**src/rtl/mod_counter_updown.sv**
```systemverilog
// Parametrised modulo-N up/down counter with clear, clamped load, cascade tc and saturating wrap tally.
// Build option: define MOD_COUNTER_SATURATE_EN to make counting stop at the range ends instead of wrapping.
module mod_counter_updown #(
   parameter int WIDTH       = 3,
   parameter int MODULUS     = 7,
   parameter int RESET_VALUE = 0,
   parameter int WRAPS_WIDTH = 4
) (
   input  logic                   clk,
   input  logic                   reset,
   input  logic                   en,
   input  logic                   up,
   input  logic                   clr,
   input  logic                   load,
   input  logic [WIDTH-1:0]       din,
   output logic [WIDTH-1:0]       count,
   output logic                   tc,
   output logic                   wrap,
   output logic [WRAPS_WIDTH-1:0] wraps
);

   localparam logic [WIDTH-1:0]       max_count   = WIDTH'(MODULUS - 1);
   localparam logic [WIDTH:0]         modulus_ext = (WIDTH + 1)'(MODULUS);
   localparam logic [WIDTH-1:0]       reset_count = WIDTH'(RESET_VALUE);
   localparam logic [WRAPS_WIDTH-1:0] wraps_max   = '1;

   logic [WIDTH-1:0]       count_reg, count_next;
   logic                   wrap_reg, wrap_next;
   logic [WRAPS_WIDTH-1:0] wraps_reg, wraps_next;
   logic                   boundary;

   // boundary is the end of the range in the current direction
   assign boundary = up ? (count_reg == max_count) : (count_reg == '0);
   assign tc       = en & boundary;

   always_comb begin
      count_next = count_reg;
      wrap_next  = 1'b0;
      wraps_next = wraps_reg;
      if (clr) begin
         count_next = '0;
         wraps_next = '0;
      end else if (load) begin
         // out-of-range load values clamp to the top of the range
         count_next = ({1'b0, din} < modulus_ext) ? din : max_count;
      end else if (en) begin
         if (!boundary) begin
            count_next = up ? count_reg + 1'b1 : count_reg - 1'b1;
         end else begin
`ifdef MOD_COUNTER_SATURATE_EN
            count_next = count_reg;
`else
            count_next = up ? '0 : max_count;
            wrap_next  = 1'b1;
            if (wraps_reg != wraps_max)
               wraps_next = wraps_reg + 1'b1;
`endif
         end
      end
   end

   always_ff @(posedge clk) begin
      if (!reset) begin
         count_reg <= reset_count;
         wrap_reg  <= 1'b0;
         wraps_reg <= '0;
      end else begin
         count_reg <= count_next;
         wrap_reg  <= wrap_next;
         wraps_reg <= wraps_next;
      end
   end

   assign count = count_reg;
   assign wrap  = wrap_reg;
   assign wraps = wraps_reg;

endmodule
```
**config.mk**
```make
export PLATFORM = sky130hd
export DESIGN_NAME = mod_counter_updown
export DESIGN_NICKNAME = d
export VERILOG_FILES = /design/src/rtl/mod_counter_updown.sv
export SDC_FILE = /design/constraint.sdc
export NUM_CORES = 1
export LEC_CHECK = 0
export CORE_MARGIN = 10
export CORE_UTILIZATION = 38
export DETAILED_ROUTE_END_ITERATION = 12
export GPL_TIMING_DRIVEN = 0
export PLACE_DENSITY = 0.72
export SETUP_SLACK_MARGIN = 0.5
export SLEW_MARGIN = 10
export SYNTH_ARGS = -nofsm -noshare
export SYNTH_HDL_FRONTEND = slang
export SYNTH_SLANG_ARGS = --single-unit
```
**constraint.sdc**
```tcl
create_clock -name clk -period 1.36 [get_ports clk]
set_input_delay 0.272 -clock clk [delete_from_list [all_inputs] [get_ports clk]]
set_output_delay 0.272 -clock clk [all_outputs]
set_load 0.005 [all_outputs]
```
==> run summary, run 1 <==
Status: finished with violations
Failing checks: negative setup slack
I/O pins: 18
Cells after Synth: 60
P&R area growth vs syn: 81.4%
First-pass GRT wire length: 2.65 mm
DRC: 0
Fin. Hold Viols: 0
Gr usage total: 0.0975
Tot Pwr: 610 uW
DPL Wire Length: 1.05 mm
TritonCTS clock tree: done
Drt pass-1 iters: 4
PwrDens: 667 mW/mm^2
Largest register FFs: 4
# fillers: 90
Unrepaired setup endpoints after global routing: true
Pins Over Slew Limit: 0
Crit path time final: 1.51 ns
Setup ws final: -0.147 ns
Gpl congestion: 0.834
Inserted Clock Buffers: 3
Clk buf depth: 2
Clk sinks: 8
Via count: 597
Worst Path Arrival: 1.65 ns
ANT nets after route: 0
Die footprint: 0.00318 mm^2
Worst clock skew: 0.00988 ns
# H-tree levels: 1
Number of vias per cell: 5.38
Startpoint types: flop
Row cnt: 13
Final setup fails: 9
Largest net degree at the start of global routing: 8
Final core area utilization: 0.721
Worst min path class: input port to flop
Nets@finish: 108
Max Freq: 664 MHz
Die height: 56.4 um
Placed cells: 92
Total global routing overflow: 0
Ant. Diodes: 0
Post-Syn Area: 504 um^2
Worst-path clk slew: 0.07 ns
Initial DRC count: 17
Maximum vdd drop: 0.496 mV
Hold Buf Count CTS: 0
Setup CP Type: flop to flop
Seq/Total Area, Yosys: 0.318
IO buf count: 17
Slew HR: 0.834
Ys flop type: dfxtp_1
Number of global-route vias before repair: 602
Slew @ Worst Pin: 0.249 ns
Post-synth EDFFs: 0
Synth Area per Inst: 8.40 um^2
Syn nets: 71
Synth Register Bits: 8
WL/cell: 14.1 um
Share of cells above drive strength 1: 0.500
Initial antenna violation count: 0
FFs w/ async S/R, synth: 0
Drt total wl: 1.56 mm
Initial Utilization: 0.397
Syn. warnings: 0
Crit end category: flop
Placeable Area: 0.00127 mm^2
CTS Root Cell: clkbuf_4
Crit share post-route: 1.11
Non-Filler Instances: 111
Distinct cells, synth: 27
Critical Path RT: 1.50 ns
P_leak: 0.388 nW
Clk_lat worst skew: 0.25 ns
Die width: 56.4 um
Crit-path max FO: 7
Max Cap Viol: 0
Hold WS: 0.501 ns
-- cells in the final DEF (no fill, tap or decap), drive strengths merged, types with 2 or more instances in the layout --
cell type / instances
nor2: 6
clkbuf: 4
nand3: 5
nand4b: 2
buf: 22
dfxtp: 8
nor3: 4
nand2: 4
dlygate4sd2: 2
inv: 3
a21oi: 7
nand2b: 2
clkdlybuf4s50: 7
a221oi: 2
-- timing repair --
item | 4_1_cts | 5_1_grt
pin swaps | 3 | 6
setup endpoints to repair | 17 | 17
buffers inserted | 12 | 3
gates resized for setup | 54 | 6
-- synthesized netlist by cell type (2+ instances only) --
| library cell | number | share of area |
|---|---|---|
| nand3_1 | 5 | 0.050 |
| inv_1 | 3 | 0.022 |
| a221oi_1 | 2 | 0.035 |
| dfxtp_1 | 8 | 0.32 |
| nand4b_1 | 2 | 0.035 |
| a21oi_1 | 7 | 0.069 |
| nand2_1 | 4 | 0.030 |
| nand2b_1 | 2 | 0.025 |
| nor2_1 | 6 | 0.045 |
| nor3_1 | 4 | 0.040 |
-- final timing paths --
path,start,endpoint,cells past startpoint,slack [ns]
worst max-delay path,count[2],wraps[1],5,-0.15
worst min-delay path,load,count[0],2,0.50
worst max register to register,count[2],wraps[1],5,-0.15
worst min register to register,wraps[1],wraps[3],2,0.62
-- metrics by stage --
| stage | worst slack, ns | area, um^2 | TNS, ns |
|---|---|---|---|
| 2_1_floorplan | -0.0780 | 520 | -0.169 |
| 4_1_cts | -0.187 | 871 | -0.923 |
| 3_3_place_gp | -0.819 | 709 | -5.05 |
| 6_report | -0.147 | 915 | -0.729 |
| 5_1_grt | -0.196 | 915 | -1.27 |
| 3_5_place_dp | -0.817 | 709 | -5.16 |
-- worst max-delay path: stages (launching register included) --
cell      delay, ns
dfxtp_4        0.36
or3_4          0.38
a211oi_4       0.22
buf_6          0.15
a21oi_1        0.06
a41o_2         0.22
-- cell type report --
cell class	count	area, um^2	area share
tap	15	18.8	0.0205
sequential	8	175	0.192
multi-input combinational	49	389	0.425
timing repair buffer	32	294	0.321
inverter	3	11.3	0.0123
clock buffer	4	26.3	0.0287
-- kinds of logic (layout without fill, tap and decap cells) --
group | after synthesis | count (layout) | share of synthesized area
compound gates | 17 | 17 | 0.256
xor+xnor | 1 | 1 | 0.0174
fa+ha+maj | 2 | 2 | 0.0645
buf+inv | 3 | 39 | 0.0223
flops | 8 | 8 | 0.318
simple gates | 29 | 29 | 0.323
-- metal layers --
| layer | vias up | share of wire | GRT usage |
|---|---|---|---|
| met1 | 279 | 0.42 | 0.110 |
| met4 | 0 | 0.0038 | 0.0275 |
| met5 | - | 0 | 0 |
| met3 | 2 | 0.043 | 0.0337 |
| met2 | 11 | 0.53 | 0.166 |
| li1 | 305 | - | - |
-- power breakdown --
| group | total, mW | internal [mW] | switching (mW) |
|---|---|---|---|
| combinational | 0.164 | 0.0922 | 0.0721 |
| sequential | 0.247 | 0.237 | 0.00947 |
| clock | 0.199 | 0.112 | 0.0865 |
Power figures use the tool's default switching activity.
==> run 2: changes to the inputs <==
- CTS_CLUSTER_DIAMETER: not set -> 120
==> results of run 2 <==
Same layout as run 1: the final DEF is identical, and so are final timing and power.
==> run 3: changes to the inputs <==
- PLACE_DENSITY: 0.72 -> 0.78
- SLEW_MARGIN: 10 -> not set
==> run 3 against run 2 <==
- the flow still finishes with violations (negative setup slack)
- largest power group unchanged
- utilization up 8.5 points
- wire length up 47%
- non-clock buffer count up 10
- sequential power about the same
- total power up 6.2%
- worst setup slack worse by 0.085 ns
- via count up 19%
==> run summary, run 3 (synthesis gave the netlist of run 1 again) <==
I/O pins: 18 (unchanged)
Number of global-route vias before repair: 689 (+14%)
Row cnt: 13 (unchanged)
Unrepaired setup endpoints after global routing: true
Total global routing overflow: 0 (unchanged)
Share of cells above drive strength 1: 0.547 (+0.0472)
Slew @ Worst Pin: 0.359 ns (+0.110 ns)
Tot Pwr: 648 uW (+6.2%)
# H-tree levels: 1 (unchanged)
Failing checks: negative setup slack
Clk buf depth: 2 (unchanged)
Reg-to-reg critical path startpoint: count[2]
IO buf count: 17 (unchanged)
Crit share post-route: 1.17 (+0.0628)
WL/cell: 18.9 um (+34%)
Slew HR: 0.760 (-0.0742)
Worst hold path endpoint: count[0]
First-pass GRT wire length: 3.02 mm (+14%)
Crit-path max FO: 4 (-3)
Via count: 711 (+19%)
Crit path time final: 1.59 ns (+0.0855 ns)
Clk_lat worst skew: 0.27 ns (+0.02 ns)
CTS Root Cell: clkbuf_4
Worst-path clk slew: 0.06 ns (about the same)
Inserted Clock Buffers: 3 (unchanged)
Initial DRC count: 18 (+1)
Setup ws final: -0.232 ns (-0.0855 ns)
Max Cap Viol: 0 (unchanged)
Maximum vdd drop: 0.645 mV (+30%)
PwrDens: 634 mW/mm^2 (-5.0%)
Largest register FFs: 4 (unchanged)
TritonCTS clock tree: done
Ant. Diodes: 0 (unchanged)
Startpoint types: flop
Commonest non-fill, non-tap cell in the layout: buf_6
CP Cell Sequence: buf_4, nand4b_1, buf_4, buf_6, buf_6, buf_6, a221oi_2, nor3_1
Slowest Stage Delay on Critical Path: 0.36 ns (-0.02 ns)
Hold Path Stages: 2 (unchanged)
Design area: 0.00102 mm^2 (+12%)
Setup CP Type: flop to flop
Status: finished with violations
Initial Utilization: 0.397 (unchanged)
Nets@finish: 118 (+9.3%)
Most frequent CP cell: buf_6
Initial antenna violation count: 0 (unchanged)
DRC: 0 (unchanged)
Number of vias per cell: 5.88 (+9.3%)
Drt total wl: 2.29 mm (+47%)
Pins Over Slew Limit: 0 (unchanged)
Hold Buf Count CTS: 0 (unchanged)
P_leak: 0.443 nW (+14%)
Capturing point of the worst reg2reg path: count[1]
Critical Path RT: 1.51 ns (about the same)
P&R area growth vs syn: 103%
Final setup fails: 8 (-1)
Worst min path class: input port to flop
Flop2flop setup slack: -0.23 ns (-0.09 ns)
Placeable Area: 0.00127 mm^2 (unchanged)
Fin. Hold Viols: 0 (unchanged)
DP Area: 709 um^2 (unchanged)
Most frequent cells in the layout: buf_6 (17), buf_4 (14), a21oi_1 (7)
Die footprint: 0.00318 mm^2 (unchanged)
Hold WS: 0.504 ns (+0.00283 ns)
ANT nets after route: 0 (unchanged)
Gr usage total: 0.118 (+0.0206)
Die width: 56.4 um (unchanged)
Drt pass-1 iters: 4 (unchanged)
Crit end category: flop
Largest net degree at the start of global routing: 8 (unchanged)
Worst clock skew: 0.00278 ns (-0.00710 ns)
Worst Path Arrival: 1.74 ns (+0.09 ns)
Worst path slowest cell: dfxtp_4
R2R depth: 8 (+3)
Die height: 56.4 um (unchanged)
Clk sinks: 8 (unchanged)
DPL Wire Length: 1.05 mm (+0.29%)
Min-delay src: load
Max Freq: 628 MHz (-5.4%)
Gpl congestion: 0.791 (-5.2%)
-- run 3: worst max path at each step --
| stage | startpoint | endpoint | depth (start not counted) | slack (ns) |
|---|---|---|---|---|
| final | count[2] | count[1] | 8 | -0.23 |
| after global routing | count[2] | wraps[3] | 6 | -0.30 |
| after CTS | count[2] | wraps[1] | 4 | -0.15 |
| after detailed placement | up | tc | 5 | -0.83 |
| after global placement | up | tc | 5 | -0.80 |
| after floorplan | count[2] | wraps[1] | 4 | -0.08 |
-- run 3: what timing repair did --
item | CTS | global route
gates cloned | 0 | 0
setup endpoints to repair | 17 | 17
setup buffers | 16 | 9
resized for setup | 61 | 11
pin swaps | 8 | 5
-- run 3: power by group --
part	internal, mW	total, mW	switching [mW]
sequential	0.236	0.247	0.0112
clock	0.114	0.214	0.101
combinational	0.103	0.187	0.0834
total	0.453	0.648	0.195
-- run 3: critical path: cells and delay by family (launching register included) --
kind | cells | cell delay, ns
simple gates | 2 | 0.24
compound gates | 1 | 0.24
flops | 1 | 0.36
buf+inv | 5 | 0.62
-- run 3: area by class of cell --
class,instances,area (um^2)
clock buffer,4,26.3
timing repair buffer,42,395
inverter,3,11.3
multi-input combinational,49,393
fill,79,246
sequential,8,178
tap,15,18.8
-- run 3: metal layers --
metal / track usage / wire length, um
met1: 0.106 / 882
met2: 0.210 / 1150
met3: 0.0539 / 163
met4: 0.0722 / 95
met5: 0 / 0
-- run 3: through the flow --
stage	util	cells	setup slack [ns]	setup TNS [ns]
after global placement	0.559	92	-0.804	-4.96
after CTS	0.714	112	-0.146	-0.855
after detailed placement	0.559	92	-0.833	-5.25
after global routing	0.806	121	-0.299	-2.02
after floorplan	-	60	-0.0780	-0.169
final	0.806	121	-0.232	-1.58
